==> src/rtl/bg_scroll_ctrl_if.sv <==
// Bundles the frame-timing and game-control inputs with the scroll outputs of bg_scroll_ctrl.
// Latency: none (wires only).
// Backpressure: none; levels are sampled each pclk and outputs are always valid.
// Signals: vblnk_in, start, pause, game_over, boost (to controller);
//          shift[5:0], speed[2:0], distance[15:0], running, frame_tick (from controller).
interface bg_scroll_ctrl_if;
   logic        vblnk_in;
   logic        start;
   logic        pause;
   logic        game_over;
   logic        boost;
   logic [5:0]  shift;
   logic [2:0]  speed;
   logic [15:0] distance;
   logic        running;
   logic        frame_tick;

   // master drives the game/timing controls and observes the scroll state
   modport master (
      output vblnk_in, start, pause, game_over, boost,
      input  shift, speed, distance, running, frame_tick
   );

   // slave is the scroll controller itself
   modport slave (
      input  vblnk_in, start, pause, game_over, boost,
      output shift, speed, distance, running, frame_tick
   );
endinterface

==> src/rtl/bg_scroll_ctrl.sv <==
// Frame-rate background scroll controller: sequences idle/run/pause/stop, ramps speed, tracks distance.
// Latency: all outputs registered; shift and frame_tick change 1 pclk after vblnk_in rises.
// Backpressure: none; control inputs are levels sampled every pclk, updates only on the frame tick.
// Ports: pclk, rst (async active-high), bus (slave modport: vblnk_in/start/pause/game_over/boost in,
//        shift/speed/distance/running/frame_tick out).
module bg_scroll_ctrl #(
   parameter int START_SPEED = 1,
   parameter int MAX_SPEED   = 4,
   parameter int RAMP_FRAMES = 600,
   parameter int BOOST_STEP  = 2
) (
   input logic             pclk,
   input logic             rst,
   bg_scroll_ctrl_if.slave bus
);

   typedef enum logic [1:0] {
      S_IDLE    = 2'd0,
      S_RUN     = 2'd1,
      S_PAUSED  = 2'd2,
      S_STOPPED = 2'd3
   } state_t;

   localparam logic [2:0] START_SPD = 3'(START_SPEED);
   localparam logic [2:0] MAX_SPD   = 3'(MAX_SPEED);
   localparam logic [9:0] RAMP_LAST = 10'(RAMP_FRAMES - 1);
   localparam logic [3:0] BOOST_AMT = 4'(BOOST_STEP);

   state_t      state, state_n;
   logic        vblnk_q;
   logic        tick;
   logic [5:0]  shift_r, shift_n;
   logic [2:0]  speed_r, speed_n;
   logic [15:0] dist_r, dist_n;
   logic [9:0]  ramp_cnt, ramp_n;
   logic        running_r;
   logic        frame_tick_r;
   logic [3:0]  step;
   logic [16:0] dist_sum;

   // vblnk_q resets high so a blank already asserted at reset release is not a frame start
   assign tick     = bus.vblnk_in & ~vblnk_q;
   assign step     = {1'b0, speed_r} + (bus.boost ? BOOST_AMT : 4'd0);
   assign dist_sum = {1'b0, dist_r} + 17'(step);

   always_comb begin
      state_n = state;
      shift_n = shift_r;
      speed_n = speed_r;
      dist_n  = dist_r;
      ramp_n  = ramp_cnt;
      case (state)
         S_IDLE: begin
            shift_n = 6'd0;
            speed_n = 3'd0;
            dist_n  = 16'd0;
            ramp_n  = 10'd0;
            if (bus.start) begin
               state_n = S_RUN;
               speed_n = START_SPD;
            end
         end
         S_RUN: begin
            // leaving RUN takes priority over a coincident frame tick
            if (bus.game_over) begin
               state_n = S_STOPPED;
            end else if (bus.pause) begin
               state_n = S_PAUSED;
            end else if (tick) begin
               shift_n = shift_r - 6'(step);
               dist_n  = dist_sum[16] ? 16'hFFFF : dist_sum[15:0];
               if (ramp_cnt == RAMP_LAST) begin
                  ramp_n  = 10'd0;
                  speed_n = (speed_r < MAX_SPD) ? speed_r + 3'd1 : MAX_SPD;
               end else begin
                  ramp_n = ramp_cnt + 10'd1;
               end
            end
         end
         S_PAUSED: begin
            if (bus.game_over) begin
               state_n = S_STOPPED;
            end else if (!bus.pause) begin
               state_n = S_RUN;
            end
         end
         S_STOPPED: begin
            // values are cleared by the IDLE state on the following edge
            if (bus.start) begin
               state_n = S_IDLE;
            end
         end
         default: state_n = S_IDLE;
      endcase
   end

   always_ff @(posedge pclk or posedge rst) begin
      if (rst) begin
         state        <= S_IDLE;
         vblnk_q      <= 1'b1;
         shift_r      <= 6'd0;
         speed_r      <= 3'd0;
         dist_r       <= 16'd0;
         ramp_cnt     <= 10'd0;
         running_r    <= 1'b0;
         frame_tick_r <= 1'b0;
      end else begin
         state        <= state_n;
         vblnk_q      <= bus.vblnk_in;
         shift_r      <= shift_n;
         speed_r      <= speed_n;
         dist_r       <= dist_n;
         ramp_cnt     <= ramp_n;
         running_r    <= (state_n == S_RUN);
         frame_tick_r <= tick;
      end
   end

   assign bus.shift      = shift_r;
   assign bus.speed      = speed_r;
   assign bus.distance   = dist_r;
   assign bus.running    = running_r;
   assign bus.frame_tick = frame_tick_r;

endmodule

==> src/flat_wrapper.sv <==
// flat-port wrapper written by rule: the top's interface ports become plain ports
module bg_scroll_ctrl_flat 
#(
   parameter int START_SPEED = 1,
   parameter int MAX_SPEED   = 4,
   parameter int RAMP_FRAMES = 600,
   parameter int BOOST_STEP  = 2
)
  (pclk, rst, bus_vblnk_in, bus_start, bus_pause, bus_game_over, bus_boost, bus_shift, bus_speed, bus_distance, bus_running, bus_frame_tick);
  bg_scroll_ctrl_if bus_i ();
  input logic pclk;
  input logic rst;
  input wire logic [$bits(bus_i.vblnk_in)-1:0] bus_vblnk_in;
  input wire logic [$bits(bus_i.start)-1:0] bus_start;
  input wire logic [$bits(bus_i.pause)-1:0] bus_pause;
  input wire logic [$bits(bus_i.game_over)-1:0] bus_game_over;
  input wire logic [$bits(bus_i.boost)-1:0] bus_boost;
  output wire logic [$bits(bus_i.shift)-1:0] bus_shift;
  output wire logic [$bits(bus_i.speed)-1:0] bus_speed;
  output wire logic [$bits(bus_i.distance)-1:0] bus_distance;
  output wire logic [$bits(bus_i.running)-1:0] bus_running;
  output wire logic [$bits(bus_i.frame_tick)-1:0] bus_frame_tick;
  assign bus_i.vblnk_in = bus_vblnk_in;
  assign bus_i.start = bus_start;
  assign bus_i.pause = bus_pause;
  assign bus_i.game_over = bus_game_over;
  assign bus_i.boost = bus_boost;
  assign bus_shift = bus_i.shift;
  assign bus_speed = bus_i.speed;
  assign bus_distance = bus_i.distance;
  assign bus_running = bus_i.running;
  assign bus_frame_tick = bus_i.frame_tick;
  bg_scroll_ctrl #(.START_SPEED(START_SPEED), .MAX_SPEED(MAX_SPEED), .RAMP_FRAMES(RAMP_FRAMES), .BOOST_STEP(BOOST_STEP)) u_core (.pclk(pclk), .rst(rst), .bus(bus_i));
endmodule
==> config.mk <==
export PLATFORM = sky130hd
export DESIGN_NAME = bg_scroll_ctrl_flat
export DESIGN_NICKNAME = d
export VERILOG_FILES = /design/src/rtl/bg_scroll_ctrl_if.sv /design/src/rtl/bg_scroll_ctrl.sv /design/src/flat_wrapper.sv
export SDC_FILE = /design/constraint.sdc
export NUM_CORES = 1
export LEC_CHECK = 0
export CAP_MARGIN = 20
export CELL_PAD_IN_SITES_DETAIL_PLACEMENT = 1
export CELL_PAD_IN_SITES_GLOBAL_PLACEMENT = 2
export CORE_ASPECT_RATIO = 1.4
export CORE_MARGIN = 5
export CORE_UTILIZATION = 36
export CTS_BUF_LIST = sky130_fd_sc_hd__clkbuf_16
export CTS_CLUSTER_SIZE = 14
export DETAILED_ROUTE_END_ITERATION = 10
export GPL_TIMING_DRIVEN = 0
export PLACE_DENSITY = 0.9
export SETUP_SLACK_MARGIN = 0.05
export SLEW_MARGIN = 20
export SYNTH_ARGS = -nofsm -noshare
export SYNTH_HDL_FRONTEND = slang
export SYNTH_SLANG_ARGS = --single-unit
==> constraint.sdc <==
create_clock -name pclk -period 7.5 [get_ports pclk]
set_clock_uncertainty 0.15 [all_clocks]
set_input_delay 1.875 -clock pclk [delete_from_list [all_inputs] [get_ports pclk]]
set_output_delay 1.875 -clock pclk [all_outputs]
set_load 0.01 [all_outputs]
[After elaboration in Yosys (flattened, before gate mapping)]
Index checks and enable logic that the tools add are counted.
Operators by class
  bitwise logic cells: 2
  multiplexer cells: 29
  order comparisons: 1
  eq/ne operators: 9
  $add $sub $neg: 5
  reductions and logical operators: 4
Operator list (count)
  16-bit two-way mux: 4
  10-bit two-way mux: 4
  16-bit case mux with 2 select lines: 1
  10-bit case mux with 2 select lines: 1
  6-bit two-way mux: 3
  16-bit by 4-bit adder with 17-bit output: 1
  3-bit two-way mux: 5
  2-bit two-way mux: 7
  6-bit case mux with 2 select lines: 1
  10-bit by 1-bit adder with 10-bit output (second input constant): 1
  10-bit equality test (second input constant): 1
  2-bit case mux with 4 select lines: 1
  3-bit case mux with 2 select lines: 1
  6-bit by 4-bit subtractor with 6-bit output: 1
  5-bit AND reduction: 1
  3-bit by 4-bit adder with 4-bit output: 1
  2-bit by 1-bit equality test with 1-bit output (second input constant): 2
  2-bit equality test (second input constant): 2
  2-bit by 1-bit inequality test with 1-bit output (second input constant): 2
  2-bit inequality test (second input constant): 2
  4-bit AND reduction: 1
  3-bit by 1-bit adder with 3-bit output (second input constant): 1
  3-bit less-than comparator (second input constant): 1
  2-bit logical NOT: 1
  4 further kinds: 4
Word-level totals
  word-level logic and storage cells: 58
  output and inout bits: 27
  bits in registers: 40

[Logic depth before layout (Yosys ltp)]
Gate-level depths: netlist of the first run.
  depth after elaboration: 8
  gate-level depth with buffers: 9
  depth with buffers taken out: 9

[Least setup slack after synthesis of the first run]
Ideal clock, no wire load.
  path kind: in2reg
  start point: input bus_boost
  end point: register u_core.dist_r[8], in the netlist u_core.bus.distance[8]
  required time: 7.267 ns
  setup slack: 3.551 ns
  stages: 9
  buffers on the path: 1
  data arrival time: 3.716 ns
  setup time: 0.083 ns
  path through: ha_1 > inv_1 > fa_1 > nand2b_1 > a21oi_1 > nand4_1 > clkbuf_1 > o31a_1 > o21ai_0
On the way
  word-level cells in the longest chain between the ends: 8
Ends and longest elaborated chain
  start, declared: RTL line flat_wrapper.sv:17  | input wire logic [$bits(bus_i.boost)-1:0] bus_boost;
  2-bit two-way mux: RTL line bg_scroll_ctrl.sv:43  | assign step = {1'b0, speed_r} + (bus.boost ? BOOST_AMT : 4'd0);
  3-bit by 4-bit adder with 4-bit output: RTL line bg_scroll_ctrl.sv:43
  16-bit by 4-bit adder with 17-bit output: RTL line bg_scroll_ctrl.sv:44  | assign dist_sum = {1'b0, dist_r} + 17'(step);
  16-bit two-way mux: RTL line bg_scroll_ctrl.sv:71  | dist_n = dist_sum[16] ? 16'hFFFF : dist_sum[15:0];
  16-bit two-way mux: RTL line bg_scroll_ctrl.sv:69  | end else if (tick) begin
  16-bit two-way mux: RTL line bg_scroll_ctrl.sv:67  | end else if (bus.pause) begin
  16-bit two-way mux: RTL line bg_scroll_ctrl.sv:65  | if (bus.game_over) begin
  16-bit case mux with 2 select lines: RTL line bg_scroll_ctrl.sv:52  | case (state)
  end signal, assigned: RTL line bg_scroll_ctrl.sv:112  | dist_r <= dist_n;
  end, declared: RTL line bg_scroll_ctrl.sv:34  | logic [15:0] dist_r, dist_n;
Every way passes these cells. The select of a mux whose other input is x is not followed.
A chain may end at the register's enable or synchronous reset.

[Worst setup path in the final report of the first run]
  start point: input bus_boost
  end point: register u_core.dist_r[11], in the netlist u_core.bus.distance[11]
The elaborated chain is that of the path after synthesis.

==> results of run 1 <==
## flip-flops by register name (all words and copies together) (netlist names)
name                   count
u_core.bus.distance       16
u_core.bus.shift           6
u_core.bus.running         1
u_core.state               2
u_core.bus.frame_tick      1
u_core.vblnk_q             1
u_core.ramp_cnt           10
u_core.bus.speed           3
## report_power, final
group | leakage [nW] | switching (mW) | internal (mW)
clock network | 0.0776 | 0.0847 | 0.120
logic | 0.671 | 0.193 | 0.127
registers | 0.544 | 0.0240 | 0.244
total | 1.29 | 0.302 | 0.490
## worst max path at each step
| stage | start | endpoint | slack, ns |
|---|---|---|---|
| 6_report | bus_boost | u_core.bus.distance[11] | 2.81 |
| 4_1_cts | bus_boost | u_core.bus.distance[11] | 2.80 |
| 5_1_grt | bus_boost | u_core.bus.distance[4] | 2.62 |
| 3_5_place_dp | bus_boost | u_core.bus.distance[11] | 2.51 |
| 3_3_place_gp | bus_boost | u_core.bus.distance[11] | 2.55 |
| 2_1_floorplan | bus_boost | u_core.bus.distance[8] | 3.55 |
## layout make-up
class                           instances  area (sq um)
Inverter                               16          60.1
Clock inverter                          3          11.3
Clock buffer                            5           125
Multi-Input combinational cell        181          1230
Sequential cell                        40          1000
Fill cell                             769          3550
Tap cell                               74          92.6
Buffer                                  9          63.8
Timing Repair Buffer                   34           350
## worst max-delay path: stages
cell and delay (ns):
clkdlybuf4s50_1 0.41, ha_1 0.37, inv_1 0.11, fa_1 0.44
nand2b_1 0.21, a21oi_1 0.32, nand4_1 0.34, clkbuf_1 0.34
o21a_1 0.18, o21ai_0 0.14
## cell usage in the layout (no fill, tap or decap), types with 8 or more instances in the layout
| cell | n |
|---|---|
| a21oi_1 | 15 |
| o21ai_0 | 21 |
| nor2_1 | 21 |
| xor2_1 | 9 |
| dfrtp_1 | 39 |
| nand2_1 | 17 |
| clkdlybuf4s50_1 | 33 |
| ha_1 | 12 |
| nand3_1 | 8 |
| inv_1 | 17 |
## cell usage after synthesis (5+ instances only)
| cell | count | area [sq um] |
|---|---|---|
| a21o_1 | 6 | 45.0 |
| a21oi_1 | 15 | 75.1 |
| and3_1 | 5 | 31.3 |
| dfrtp_1 | 39 | 976 |
| ha_1 | 12 | 150 |
| inv_1 | 15 | 56.3 |
| nand2_1 | 17 | 63.8 |
| nand3_1 | 8 | 40.0 |
| nand4_1 | 5 | 31.3 |
| nor2_1 | 21 | 78.8 |
| nor2b_1 | 5 | 31.3 |
| o21ai_0 | 21 | 105 |
| xor2_1 | 9 | 78.8 |
## cells by family (layout without fill, tap and decap cells)
| group | Yosys count | after routing | synth area share (%) |
|---|---|---|---|
| simple gates | 80 | 80 | 17.6 |
| compound gates | 77 | 77 | 22.8 |
| flops | 40 | 40 | 42.6 |
| buf+inv | 25 | 67 | 5.26 |
| fa+ha+maj | 14 | 14 | 8.08 |
| xor+xnor | 10 | 10 | 3.72 |
## metal layers
metal	vias up	global-route usage, %	share of wire [%]
li1	965	-	-
met1	1040	18.4	38
met2	32	33.8	57
met3	12	2.39	1.9
met4	0	7.38	2.7
met5	-	0	0
==> flow_summary.ini, run 1 <==
[run_status]
status = finished, final reports clean

[synthesis]
synth_cell_types = 50
synthCells = 246
yosysSeqAreaShare_pct = 42.6
syn_nets = 267
avgSynthCellArea_sq_um = 9.57
syn_area_sq_um = 2350
synth_edf_count = 0
async_reset_ff_share_pct = 100
synth_ff_type = dfrtp_1
synth-seq-cells = 40
yosysWarnings = 0

[timing]
tightest_slew_ns = 0.552
relSlewSlack_pct = 63.2
fin_ws_ns = 2.81
fin_crit_ns = 4.69
whs_ns = 0.342
hold_viol_final = 0
post-route-period-util_pct = 62.5
setup_viol = 0
drv_slew = 0
max_freq_mhz = 213
grt_setup_unrepaired = no
tns_ns = 0

[min_path]
hold_path_startpoint = u_core.ramp_cnt[9]
holdPathEnd = u_core.ramp_cnt[9]
hold_class = register to register
whs_path_depth = 1

[final_layout]
layoutNonFillerInstCount = 362
syn2layout_area_growth_pct = 24.6
layout-drive-gt1-share_pct = 7.99
final_area_sq_um = 2930
finalNetCount = 308
diodes = 0
utilization_pct = 45.3

[global_routing]
grt_pass1_wl_um = 11500
grt_overflow = 0
grt_use_total_pct = 17.5
grt_pass1_vias = 2286
grt_start_max_net_pins = 30
antenna_found_initial = 0

[pwr]
power_uw = 792
power.density_nw_per_um2 = 270
p_leak_nw = 1.29
ir_worst_vdd_mv = 0.102

[drt]
antenna_left = 0
drt-total-wl_um = 6640
avgViaCountPerCell = 5.66
drt_iter0_markers = 106
firstDrtPassIters = 4
num_vias = 2049
wl_per_cell_um = 18.3
drcViolationCount = 0

[floorplan]
initial_core_util_pct = 36.3
die_h_um = 106
die_w_um = 78.3
rows = 35
die_area_sq_um = 8280
io_pins = 34
design.core.area_sq_um = 6480

[placed_design]
place_area_sq_um = 2800
dpl.cell_count = 354
io_buffers = 33
place_hpwl_um = 4820
dp_slack_ns = 2.51
finalWeightedCongestion = 0.804

[setup_path]
timing.rr.end = u_core.bus.distance[11]
start_kind = input port
rr_worst_depth = 9
crit_path_end_kind = register
r2r-start = u_core.bus.speed[1]
crit_fanout = 10
worstPathRequired_ns = 7.55
arrival_ns = 4.74
path_class = input port to register
reg2reg_slack_ns = 4.38

[clock_network]
postCtsSetupBuffers = 0
cts_buffer_depth = 2
cts_buffers = 5
worstSkewPairLatency_ns = 0.28
clkSinkCount = 40
cts_hold_buf = 0
h-tree-depth = 2
clockRootBuffer = clkbuf_16
cts_tree = done
post_cts_resize_count = 0
path_clk_slew_ns = 0.06

[run]
cap_violations = 0
(Power assumes the default switching activity.)
==> inputs of run 2 (changes only) <==
--- a/config.mk
+++ b/config.mk
@@ -10,12 +10,12 @@
 export CELL_PAD_IN_SITES_GLOBAL_PLACEMENT = 2
 export CORE_ASPECT_RATIO = 1.4
 export CORE_MARGIN = 5
-export CORE_UTILIZATION = 36
+export CORE_UTILIZATION = 34
 export CTS_BUF_LIST = sky130_fd_sc_hd__clkbuf_16
 export CTS_CLUSTER_SIZE = 14
 export DETAILED_ROUTE_END_ITERATION = 10
 export GPL_TIMING_DRIVEN = 0
-export PLACE_DENSITY = 0.9
+export PLACE_DENSITY = 0.86
 export SETUP_SLACK_MARGIN = 0.05
 export SLEW_MARGIN = 20
 export SYNTH_ARGS = -nofsm -noshare
==> constraint.sdc (replaced) <==
create_clock -name pclk -period 4.9 [get_ports pclk]
set_clock_uncertainty 0.15 [all_clocks]
set_input_delay 1.225 -clock pclk [delete_from_list [all_inputs] [get_ports pclk]]
set_output_delay 1.225 -clock pclk [all_outputs]
set_load 0.01 [all_outputs]
==> flow_summary.ini, run 2 (synthesized netlist as in run 1, its figures left out) <==
[pwr]
seq_power_share_pct = 32.7
pwr-share-comb_pct = 37.6
p_leak_nw = 1.30
ir_worst_vdd_mv = 0.189
switching_share_pct = 35.7
p_int_uw = 803
p_sw_uw = 446
p_clk_share_pct = 29.7
power.density_nw_per_um2 = 418

[floorplan]
design.core.area_sq_um = 6850
io_pins = 34
initial_core_util_pct = 34.4
die_h_um = 108
die_area_sq_um = 8710
rows = 36
die_w_um = 80.3

[timing]
tns_ns = 0
grt_setup_unrepaired = no
relSlewSlack_pct = 63.7
tightest_slew_ns = 0.544
hold_viol_final = 0
post-route-period-util_pct = 82.4
max_freq_mhz = 248
setup_viol = 0
fin_ws_ns = 0.861
fin_crit_ns = 4.04
drv_slew = 0

[setup_path]
worstPathRequired_ns = 4.95
arrival_ns = 4.09
r2r-start = u_core.bus.speed[1]
start_kind = input port
crit_path_end_kind = register
critPathLaunch = bus_boost
rr_worst_depth = 9
reg2reg_slack_ns = 1.79
crit_fanout = 10
timing.rr.end = u_core.bus.distance[4]
path_class = input port to register

[drt]
drt-total-wl_um = 6340
drcViolationCount = 0
drt_iter0_markers = 75
antenna_left = 0
wl_per_cell_um = 16.5
avgViaCountPerCell = 5.23
num_vias = 2002
firstDrtPassIters = 4

[placed_design]
dp_slack_ns = 0.569
place_hpwl_um = 4780
finalWeightedCongestion = 0.791
io_buffers = 33
dpl.cell_count = 375

[clock_network]
cts_buffer_depth = 2
clkSinkCount = 40
post_cts_resize_count = 0
cts_hold_buf = 0
path_clk_slew_ns = 0.06
cts_tree = done
cts_buffers = 5
postCtsSetupBuffers = 0
h-tree-depth = 2
worstSkewPairLatency_ns = 0.28
clockRootBuffer = clkbuf_16

[global_routing]
grt_pass1_vias = 2257
grt_use_met3_pct = 3.33
grt_overflow = 0
grt_start_max_net_pins = 32
grt.busiest_layer = met2
met1_usage_pct = 17.4
antenna_found_initial = 0
met2_usage_pct = 31.5
grt_use_total_pct = 16.3
grt_pass1_wl_um = 11000

[final_layout]
largest_reg_flops = 16
diodes = 0
syn2layout_area_growth_pct = 26.9
fill_cells = 821
finalNetCount = 308
layoutNonFillerInstCount = 383
utilization_pct = 43.6
final_cell_mix = dfrtp_1 (39), clkdlybuf4s50_1 (33), o21ai_0 (21), nor2_1 (21), nand2_1 (17)
final_common_cell = dfrtp_1
layout-drive-gt1-share_pct = 8.68

[min_path]
holdPathEnd = u_core.ramp_cnt[9]
hold_path_startpoint = u_core.ramp_cnt[9]
hold_class = register to register
whs_path_depth = 1

[run_status]
status = finished, final reports clean

[run]
cap_violations = 0
## run 2: cell types whose count changed in the layout (fill, tap and decap cells not counted), sizes merged
cell,change
bufinv,+1
clkinv,+1
inv,-2
## run 2: power groups by stage
stage	registers (mW)	logic, mW	clock network [mW]
after floorplan	0.418	0.306	0
after global placement	0.413	0.466	0
after detailed placement	0.415	0.479	0
after CTS	0.409	0.482	0.384
after global routing	0.415	0.533	0.395
final	0.408	0.470	0.371
## run 2: layout make-up
cell class	instances	area [sq um]	area share, %
Clock buffer	5	125	4.19
Multi-Input combinational cell	181	1230	41.1
Tap cell	95	119	3.98
Inverter	16	60.1	2.01
Sequential cell	40	1000	33.6
Clock inverter	3	38.8	1.30
Buffer	9	63.8	2.14
Timing Repair Buffer	34	350	11.7
## run 2: routing by layer
layer  vias to the layer above  wire length [um]  share of wire [%]
met5                         -                 0                  0
met2                        18              3580                 57
met4                         0                82                1.3
met1                      1006              2520                 40
li1                        972                 -                  -
met3                         6               146                2.3
## run 2: worst max path at each step
stage | slack, ns | endpoint
2_1_floorplan | 1.60 | u_core.bus.distance[8]
3_3_place_gp | 0.58 | u_core.bus.distance[11]
3_5_place_dp | 0.57 | u_core.bus.distance[4]
4_1_cts | 0.84 | u_core.bus.distance[11]
5_1_grt | 0.62 | u_core.bus.distance[4]
6_report | 0.86 | u_core.bus.distance[4]
## run 2: per-stage QoR
stage / area [sq um] / hold slack, ns / power (mW)
after floorplan: 2350 / 0.287 / 0.724
after detailed placement: 2820 / 0.322 / 0.894
after global placement: 2800 / 0.314 / 0.879
after global routing: 2990 / 0.358 / 1.34
final: 2990 / 0.335 / 1.25
after CTS: 2990 / 0.335 / 1.27
## run 2: worst max-delay path, stage by stage
cell and delay, ns:
clkdlybuf4s50_1 0.43, ha_1 0.37, inv_1 0.10, fa_1 0.43, nand2b_1 0.20, a21oi_1 0.32, nand4_1 0.33, clkbuf_1 0.34
o21a_1 0.18, o21ai_0 0.16
==> inputs of run 3 (changes only) <==
==> constraint.sdc (replaced) <==
create_clock -name pclk -period 4 [get_ports pclk]
set_clock_uncertainty 0.15 [all_clocks]
set_input_delay 1 -clock pclk [delete_from_list [all_inputs] [get_ports pclk]]
set_output_delay 1 -clock pclk [all_outputs]
set_load 0.01 [all_outputs]
==> flow_summary.ini, run 3 (synthesized netlist as in run 1, its figures left out) <==
[min_path]
hold_class = register to register

[clock_network]
cts_buffer_depth = 2
cts_tree = done
clockRootBuffer = clkbuf_16
worstSkewPairLatency_ns = 0.28
cts_buffers = 5
h-tree-depth = 2
cts_hold_buf = 0
path_clk_slew_ns = 0.06
clkSinkCount = 40

[timing]
grt_setup_unrepaired = no
tns_ns = 0
drv_slew = 0
post-route-period-util_pct = 90.7
whs_ns = 0.335
tightest_slew_ns = 0.537
hold_viol_final = 0
relSlewSlack_pct = 64.2
fin_crit_ns = 3.63
max_freq_mhz = 276
fin_ws_ns = 0.373
setup_viol = 0

[drt]
avgViaCountPerCell = 5.21
num_vias = 2000
drt-total-wl_um = 6380
firstDrtPassIters = 4
drcViolationCount = 0
wl_per_cell_um = 16.6
drt_iter0_markers = 64
antenna_left = 0

[global_routing]
grt_pass1_wl_um = 11000
grt_pass1_vias = 2257
grt_start_max_net_pins = 32
grt_overflow = 0
grt_use_total_pct = 16.3
antenna_found_initial = 0

[final_layout]
diodes = 0
largest_reg_flops = 16
finalNetCount = 309
multi_input_area_sq_um = 1230
final_common_cell = dfrtp_1
layout-drive-gt1-share_pct = 9.34
fill_cells = 822
syn2layout_area_growth_pct = 27.3
utilization_pct = 43.8
seqCellArea_sq_um = 1000
final_cell_mix = dfrtp_1 (39), clkdlybuf4s50_1 (33), o21ai_0 (21), nor2_1 (21), nand2_1 (17)

[placed_design]
io_buffers = 33
dp_slack_ns = -0.106
place_hpwl_um = 4780
finalWeightedCongestion = 0.791

[setup_path]
arrival_ns = 3.68
crit_fanout = 10
path_class = input port to register
start_kind = input port
reg2reg_slack_ns = 1.08
worstPathRequired_ns = 4.05
crit_path_end_kind = register

[floorplan]
design.core.area_sq_um = 6850
io_pins = 34
die_area_sq_um = 8710
initial_core_util_pct = 34.4
die_w_um = 80.3
die_h_um = 108
rows = 36

[run_status]
status = finished, final reports clean

[pwr]
power.density_nw_per_um2 = 511
p_leak_nw = 1.31
ir_worst_vdd_mv = 0.233

[run]
cap_violations = 0
run 3: layout make-up:
cell class	count	area share [%]
multi-input cells	181	41.0
flip-flops and latches	40	33.5
repair buffers	35	11.9
clock buffers	5	4.18
well taps	95	3.97
plain buffers	9	2.17
inverters	16	2.01
clock inverters	3	1.29
run 3: critical path: stages:
cell and delay (ns):
clkdlybuf4s50_1 0.43, ha_1 0.37, inv_1 0.10, fa_1 0.43, nand2b_1 0.20, a21oi_1 0.31
nand4_1 0.24, clkbuf_2 0.27, o21a_1 0.16, o21ai_0 0.16
run 3: power breakdown:
part / internal, mW / switching [mW] / leakage (nW)
clock network: 0.291 / 0.164 / 0.0850
logic: 0.236 / 0.340 / 0.678
registers: 0.457 / 0.0430 / 0.544
run 3: worst paths after layout:
| path | cells after the start | start | endpoint |
|---|---|---|---|
| worst max-delay path | 10 | bus_boost | u_core.bus.distance[4] |
| worst min-delay path | 1 | u_core.ramp_cnt[9] | u_core.ramp_cnt[9] |
| worst max register to register | 9 | u_core.bus.speed[1] | u_core.bus.distance[4] |
| worst min register to register | 1 | u_core.ramp_cnt[9] | u_core.ramp_cnt[9] |
| max in group asynchronous | 3 | rst | u_core.bus.distance[13] |
| min in group asynchronous | 2 | rst | u_core.bus.frame_tick |
run 3: metal layers:
metal | share of wire [%] | wire length, um | global-route usage, % | vias up
met4 | 1.2 | 77 | 4.71 | 0
met5 | 0 | 0 | 0 | -
li1 | - | - | - | 970
met1 | 40 | 2530 | 17.4 | 1004
met2 | 57 | 3630 | 31.5 | 21
met3 | 2.3 | 148 | 3.33 | 5
run 3: what timing repair did:
item,4_1_cts,5_1_grt
resized for setup,0,2
buffers inserted,0,1
endpoints found under the setup margin,0,9
run 3: stage by stage:
stage          instances  power, mW  cell area, sq um
2_1_floorplan        246      0.887              2350
3_3_place_gp         374       1.08              2800
3_5_place_dp         375       1.10              2820
4_1_cts              383       1.56              2990
5_1_grt              384       1.64              3000
6_report             384       1.53              3000
